==> config.mk <==
export PLATFORM = sky130hd
export DESIGN_NAME = imem_read_arbiter
export DESIGN_NICKNAME = d
export VERILOG_FILES = /design/src/rtl/imem_read_arbiter.sv
export SDC_FILE = /design/constraint.sdc
export NUM_CORES = 1
export LEC_CHECK = 0
export CAP_MARGIN = 5
export CORE_ASPECT_RATIO = 1.75
export CORE_MARGIN = 2
export CORE_UTILIZATION = 38
export CTS_BUF_LIST = sky130_fd_sc_hd__clkbuf_8
export CTS_CLUSTER_SIZE = 28
export DETAILED_ROUTE_END_ITERATION = 10
export GPL_TIMING_DRIVEN = 0
export PLACE_DENSITY = 0.95
export SLEW_MARGIN = 30
export SYNTH_ARGS = -nofsm -noshare
export SYNTH_HDL_FRONTEND = slang
export SYNTH_SLANG_ARGS = --single-unit
==> constraint.sdc <==
create_clock -name clk -period 4.2 [get_ports clk]
set_input_delay 1.26 -clock clk [delete_from_list [all_inputs] [get_ports clk]]
set_output_delay 1.26 -clock clk [all_outputs]
set_load 0.03 [all_outputs]
==> src/rtl/imem_read_arbiter.sv <==
// imem_read_arbiter
//   Shares the single instruction-memory read port between the fetch stage
//   (port 0, priority) and a debug/monitor reader (port 1). One address is
//   issued per cycle and the returned word is routed to the owner one cycle
//   later. A starvation counter bounds how long port 1 can be refused.
//
// Ports
//   clk, rst                  clock, synchronous active-low reset
//   req0_valid/addr/ready     fetch request handshake
//   rsp0_valid/insn           fetch response (valid for exactly one cycle)
//   req1_valid/addr/ready     debug request handshake
//   rsp1_valid/insn           debug response (valid for exactly one cycle)
//   mem_addr                  address to memory, latched by memory on clk
//   mem_insn                  memory data for the address latched last edge
//   starve_cnt                current port-1 refusal count

package imem_types_pkg;
  localparam int INSN_ADDR_WIDTH = 32;
  localparam int INSN_WIDTH      = 32;
endpackage

module imem_read_arbiter
  import imem_types_pkg::*;
#(
  parameter int unsigned STARVE_LIMIT = 4
) (
  input  logic                       clk,
  input  logic                       rst,
  input  logic                       req0_valid,
  input  logic [INSN_ADDR_WIDTH-1:0] req0_addr,
  output logic                       req0_ready,
  output logic                       rsp0_valid,
  output logic [INSN_WIDTH-1:0]      rsp0_insn,
  input  logic                       req1_valid,
  input  logic [INSN_ADDR_WIDTH-1:0] req1_addr,
  output logic                       req1_ready,
  output logic                       rsp1_valid,
  output logic [INSN_WIDTH-1:0]      rsp1_insn,
  output logic [INSN_ADDR_WIDTH-1:0] mem_addr,
  input  logic [INSN_WIDTH-1:0]      mem_insn,
  output logic [7:0]                 starve_cnt
);

  typedef enum logic [1:0] {OWN_NONE, OWN_R0, OWN_R1} owner_t;

  localparam logic [7:0] LIMIT8 = 8'(STARVE_LIMIT);

  owner_t                     r_owner;
  logic [7:0]                 r_starve;
  logic [INSN_ADDR_WIDTH-1:0] r_hold_addr;

  logic                       w_force1;
  logic                       w_gnt0;
  logic                       w_gnt1;
  logic [INSN_ADDR_WIDTH-1:0] w_mem_addr;

  // Port 1 wins outright once it has been refused LIMIT times in a row;
  // otherwise it only gets the slot when fetch is idle.
  assign w_force1 = req1_valid && (r_starve >= LIMIT8);
  assign w_gnt1   = rst && req1_valid && (w_force1 || !req0_valid);
  assign w_gnt0   = rst && req0_valid && !w_gnt1;

  // Idle cycles replay the last address so the memory bus stays quiet.
  always_comb begin
    w_mem_addr = r_hold_addr;
    if (!rst)        w_mem_addr = '0;
    else if (w_gnt0) w_mem_addr = req0_addr;
    else if (w_gnt1) w_mem_addr = req1_addr;
  end

  always_ff @(posedge clk) begin
    if (!rst) begin
      r_owner     <= OWN_NONE;
      r_starve    <= 8'd0;
      r_hold_addr <= '0;
    end else begin
      r_hold_addr <= w_mem_addr;
      r_owner     <= w_gnt0 ? OWN_R0 : (w_gnt1 ? OWN_R1 : OWN_NONE);
      if (w_gnt1 || !req1_valid)
        r_starve <= 8'd0;
      else if (r_starve != 8'hFF)
        r_starve <= r_starve + 8'd1;
    end
  end

  assign req0_ready = w_gnt0;
  assign req1_ready = w_gnt1;
  assign mem_addr   = w_mem_addr;
  // Reset gates responses immediately so an in-flight read is dropped.
  assign rsp0_valid = rst && (r_owner == OWN_R0);
  assign rsp1_valid = rst && (r_owner == OWN_R1);
  assign rsp0_insn  = mem_insn;
  assign rsp1_insn  = mem_insn;
  assign starve_cnt = r_starve;

endmodule

Word level (Yosys, flattened, before mapping)
Index checks and enable logic that the tools add are counted.

Bits in registers: 42. Bits in latches: 0. Bits in writable memories: 0. Memory bits (read-only): 0. Input bits: 100. Logic and storage cells: 29. Memories kept: 0.

$add $sub $neg: 1. Multiply operators: 0. Divide/modulo/power cells: 0. $lt $le $gt $ge: 1. Equal/unequal tests: 3. Shift operators: 0. Multiplexer cells: 5. Bitwise gates (word level): 1. Reduce and logical (&&, ||, !) cells: 14.

Operator list (count): $mux W32 (3); $add A8 B1 Y8 const B (1); $ge A8 B3 Y1 const B (1); $ne A8 B8 Y1 const B (1); $logic_and A1 B1 Y1 (7); $reduce_or A2 Y1 (2); $logic_not A1 Y1 (3); $eq A2 B1 Y1 const B (1); $eq A2 B2 Y1 const B (1); $logic_or A1 B1 Y1 (2); $mux W2 (1); $mux W1 (1); $not A1 Y1 (1).

Longest topological paths before layout
Gate-level depths: netlist of run 1.

Depth after elaboration: 8. Mapped depth: 5. Mapped depth without buffers: 4.

Least setup slack after synthesis of run 1
No wires, ideal clock.

Path kind: input to output. Start: input req0_valid. End: output mem_addr[22]. Arrival: 2.541 ns. Setup slack: 0.399 ns. Stages on the path: 5. Path buffers: 3. Cells stage by stage: clkbuf_1 buf_4 buf_2 o211ai_1 mux2i_1.

Longest elaborated chain between the ends: 7.

Ends and longest elaborated chain: from (decl) (line 29) `input logic req0_valid,`; $logic_not A1 Y1 (line 60) `assign w_gnt1 = rst && req1_valid && (w_force1 || !req0_valid);`; $logic_or A1 B1 Y1 (line 60); $logic_and A1 B1 Y1 (line 60); $logic_not A1 Y1 (line 61) `assign w_gnt0 = rst && req0_valid && !w_gnt1;`; $logic_and A1 B1 Y1 (line 61); $mux W32 (*) (line 67) `else if (w_gnt0) w_mem_addr = req0_addr;`; $mux W32 (*) (line 66) `if (!rst) w_mem_addr = '0;`; to (decl) (line 39) `output logic [INSN_ADDR_WIDTH-1:0] mem_addr,`.

Every way passes the cells marked *; elsewhere a longest branch is shown, timed or not.

Worst setup path in the final report of run 1
Start: input req1_valid. End: output mem_addr[14].

Longest elaborated chain between the ends: 7.

Ends and longest elaborated chain: from (decl) (line 34) `input logic req1_valid,`; $logic_and A1 B1 Y1 (line 59) `assign w_force1 = req1_valid && (r_starve >= LIMIT8);`; $logic_or A1 B1 Y1 (line 60); $logic_and A1 B1 Y1 (*) (line 60); $logic_not A1 Y1 (line 61); $logic_and A1 B1 Y1 (line 61); $mux W32 (*) (line 67); $mux W32 (*) (line 66).

Marks and branches as above.

==> results of run 1 <==
-- worst paths after layout --
kind / to / slack (ps) / cells past startpoint / from
setup / recovery: mem_addr[14] / 110 / 6 / req1_valid
hold / removal: starve_cnt[0] / 510 / 1 / starve_cnt[0]
setup reg to reg: r_hold_addr[5] / 2760 / 5 / starve_cnt[2]
hold reg to reg: starve_cnt[0] / 510 / 1 / starve_cnt[0]
-- routing by layer --
layer | up-vias | track usage
met5 | - | 0
met4 | 0 | 0.1103
met3 | 26 | 0.08562
met2 | 175 | 0.4261
met1 | 1292 | 0.2159
li1 | 1371 | -
-- stage by stage --
stage	instances	setup TNS, ps
floorplan	317	0
global placement	577	-24740
detailed placement	577	-25400
CTS	587	0
global route	587	0
finish	587	0
-- cells in the final DEF (no fill, tap or decap) --
cell and instances:
bufinv_16 1, nand2_1 36, dlygate4sd2_1 2, mux2i_1 64, clkdlybuf4s18_2 1, nand2b_1 32, clkdlybuf4s50_1 140, clkdlybuf4s15_2 16
nor3_1 1, and3b_1 1, clkbuf_1 8, nor3_2 1, nand4_1 1, clkbuf_8 6, buf_4 70, and4_1 1
nor2_1 4, conb_1 5, a21oi_1 2, a21boi_2 1, ha_1 2, inv_1 4, o211ai_1 32, nor4b_4 1
buf_6 5, clkbuf_2 1, a211oi_1 2, dfxtp_1 42, clkinvlp_4 1, buf_2 18
-- worst max-delay path: stages --
cell and delay [ps]:
clkdlybuf4s50_1 460, a21boi_2 190, buf_6 190, buf_6 190
mux2i_1 200, clkdlybuf4s15_2 330
-- timing repair --
item | in CTS | in global routing
setup buffers | 2 | 0
gates resized for setup | 135 | 0
setup endpoints to repair | 33 | 0
-- report_power, final --
group / total [uW] / switching [uW] / internal (uW)
Combinational: 488 / 250 / 238
Sequential: 438 / 11.0 / 427
Clock: 321 / 146 / 175
-- cells by family (layout without fill, tap and decap cells) --
family,after synthesis,after routing,share of synthesized area
buf+inv,89,273,0.2224
simple gates,78,78,0.1462
mux,64,64,0.2268
flops,42,42,0.2977
compound gates,37,37,0.09659
fa+ha+maj,2,2,0.008860
other cells,1,5,0.001328
-- sequential cells by signal, summed over array words and instances, names as in the netlist --
name / count
starve_cnt: 8
r_hold_addr: 32
r_owner: 2
-- layout make-up --
type                            instances  area, um2  share of cell area
Multi-Input combinational cell        186       1374              0.2878
Inverter                                3      11.26            0.002359
Clock buffer                            5      68.82             0.01442
Tap cell                               86      107.6             0.02254
Buffer                                 86      630.6              0.1321
Clock inverter                          3      41.29            0.008650
Timing Repair Buffer                  176       1699              0.3560
Sequential cell                        42      840.8              0.1761
==> flow_results.org, run 1 <==
** STA
- The smallest clock period supported by the final layout is computed as 4092 ps.
- Setup violations remaining at the end of the flow were counted as 0.
- For the final database, setup skew stands at 5.757 ps.
- The number of pins with negative max-slew slack in the final report was 0.
- Once routing completed, OpenROAD measured the worst setup slack at 108.1 ps.
- The tightest hold path in the finished design has a slack of 513.3 ps.
- Final Hold Fails :: 0
- Pin slew with the least headroom to its limit :: 500.7 ps
- Measured against its own limit, the worst slew margin works out to 0.6662.
- Highest achievable clock rate :: 0.2444 GHz
- Setup repair after global routing left no endpoint under its margin.
- Of the available clock period, the critical path in the final layout requires 0.9743.

** Layout
- The number of antenna diodes in the final layout is 0.
- Relative to the synthesized area, the layout overhead comes to 69.03%.
- The filler cells instantiated in the layout total 602.
- Once layout is complete, the utilization of the core stands at 0.6599.
- In the final design database the tool counted 602 nets.
- Final design instance area without fill :: 4773 um2
- Ratio of cells with drive above 1 in the final layout :: 0.2435

** Logic synthesis
- Among all flip-flop cells after synthesis, the most frequent one is dfxtp_1.
- After synthesis the cells add up to 2824 um2.
- Distinct cell type count of the synthesized netlist :: 22
- For this run, the number of Yosys warnings is 0.
- Async set-or-reset flop fraction in the synthesized netlist :: 0
- Post-synthesis cell type with the largest combined area :: dfxtp_1
- Synthesis produced 313 cells.
- After synthesis the netlist holds a flip-flop and latch count of 42.
- Of the post-synthesis cell area, the dominant cell type holds 0.2977.
- The average instance in the mapped netlist occupies 9.022 um2.
- Ranked by instance count, the synthesized netlist is headed by buf_4, mux2i_1, dfxtp_1.
- In this run, synthesis inferred 0 flip-flops with an integrated enable.
- Of the synthesized area, sequential elements account for 0.2977.
- Biggest area contributors in the synthesized netlist :: dfxtp_1, mux2i_1, buf_4
- The most common cell in the synthesized netlist is buf_4.

** Route
- The routed layout has 2864 vias.
- After detailed routing, the number of remaining DRC violations is 0.
- Total Wirelength :: 9334 um
- Routed length on met3 :: 1028 um
- Dividing the detail-routed wire length by the instance count gives 15.90 um.
- The detailed router used layers up to and including met4.
- Met2 wire length :: 4936 um
- The detailed router finished its first iteration with 75 violations.
- Detail-routed via count per cell :: 4.879
- Once detail routing completed, the nets flagged for antenna violations numbered 0.
- In the final routing, the length of wire on met1 measures 3027 um.
- Pre-antenna DRT Iters :: 4

** Floorplan
- Pin placement for this block handled 208 I/O pins.
- Count of standard-cell rows :: 41
- Effective utilization at floorplan :: 0.3904
- The die is 69.17 um wide.
- Die outline height :: 118.0 um
- Area of the die :: 8164 um2
- The core region is 7233 um2.

** Job
- Across the run, the number of max-cap violations was 0.

** Setup path
- Worst-path fanout max :: 10
- Crit path kind :: primary input to output pin
- Arrival time reported for the critical path endpoint :: 2830 ps
- The worst setup path is launched from a primary input.
- STA puts the critical path data required time at 2940 ps.
- Worst Setup End Kind :: output pin

** Hold path
- The path class of the tightest hold or removal check is flop to flop.

** Global route
- Global-route wire length before repair :: 15230 um
- The total overflow left after global routing is 0.
- Entering global routing, the biggest net connects 14 pins.
- Overall Global Routing Usage :: 0.2297
- Number of antenna violations at the first check in global routing :: 0
- The via count of the first global-routing pass is 3154.

** Power and ir drop
- Maximum resistive drop on vdd :: 0.0003058 V
- In this run the power density over the cells is 261.2 nW/um2.
- Leak pwr :: 0.002145 uW
- Summing internal, switching and leakage power gives 1247 uW.

** CTS
- In this run the clock root is driven by a clkbuf_8.
- Clock-pin slew was measured on the worst setup and hold paths at 80 ps.
- Insertion delay to the later sink of the worst-skew pair :: 300 ps
- TritonCTS built the clock tree.
- Number of buffers inserted for hold repair after clock tree synthesis :: 0
- Clock H-tree levels :: 2
- CTS buffer count :: 5
- The clock drives 42 sinks.
- No sink is reached through more buffers than the 2 on the longest clock path.

** Status
- The flow ran to the end, and the final reports show no timing, DRC or antenna violations.

** Placement
- GP Congestion :: 0.8037
- Count of input and output buffers :: 174
- In this run the cell area measured after placement is 4688 um2.
- Place WS :: -919.4 ps
- HPWL Detailed :: 7702 um
No activity file was read; power rests on OpenSTA's default activity.
==> run 2, diff against run 1 <==
- ABC_CLOCK_PERIOD_IN_PS: default -> 4200
==> results of run 2 <==
The final DEF is identical to that of run 1; final timing and power are the same.
==> run 3, diff against run 2 <==
- SKIP_LAST_GASP: default -> 1
==> results of run 3 <==
The final DEF is identical to that of run 1; final timing and power are the same.
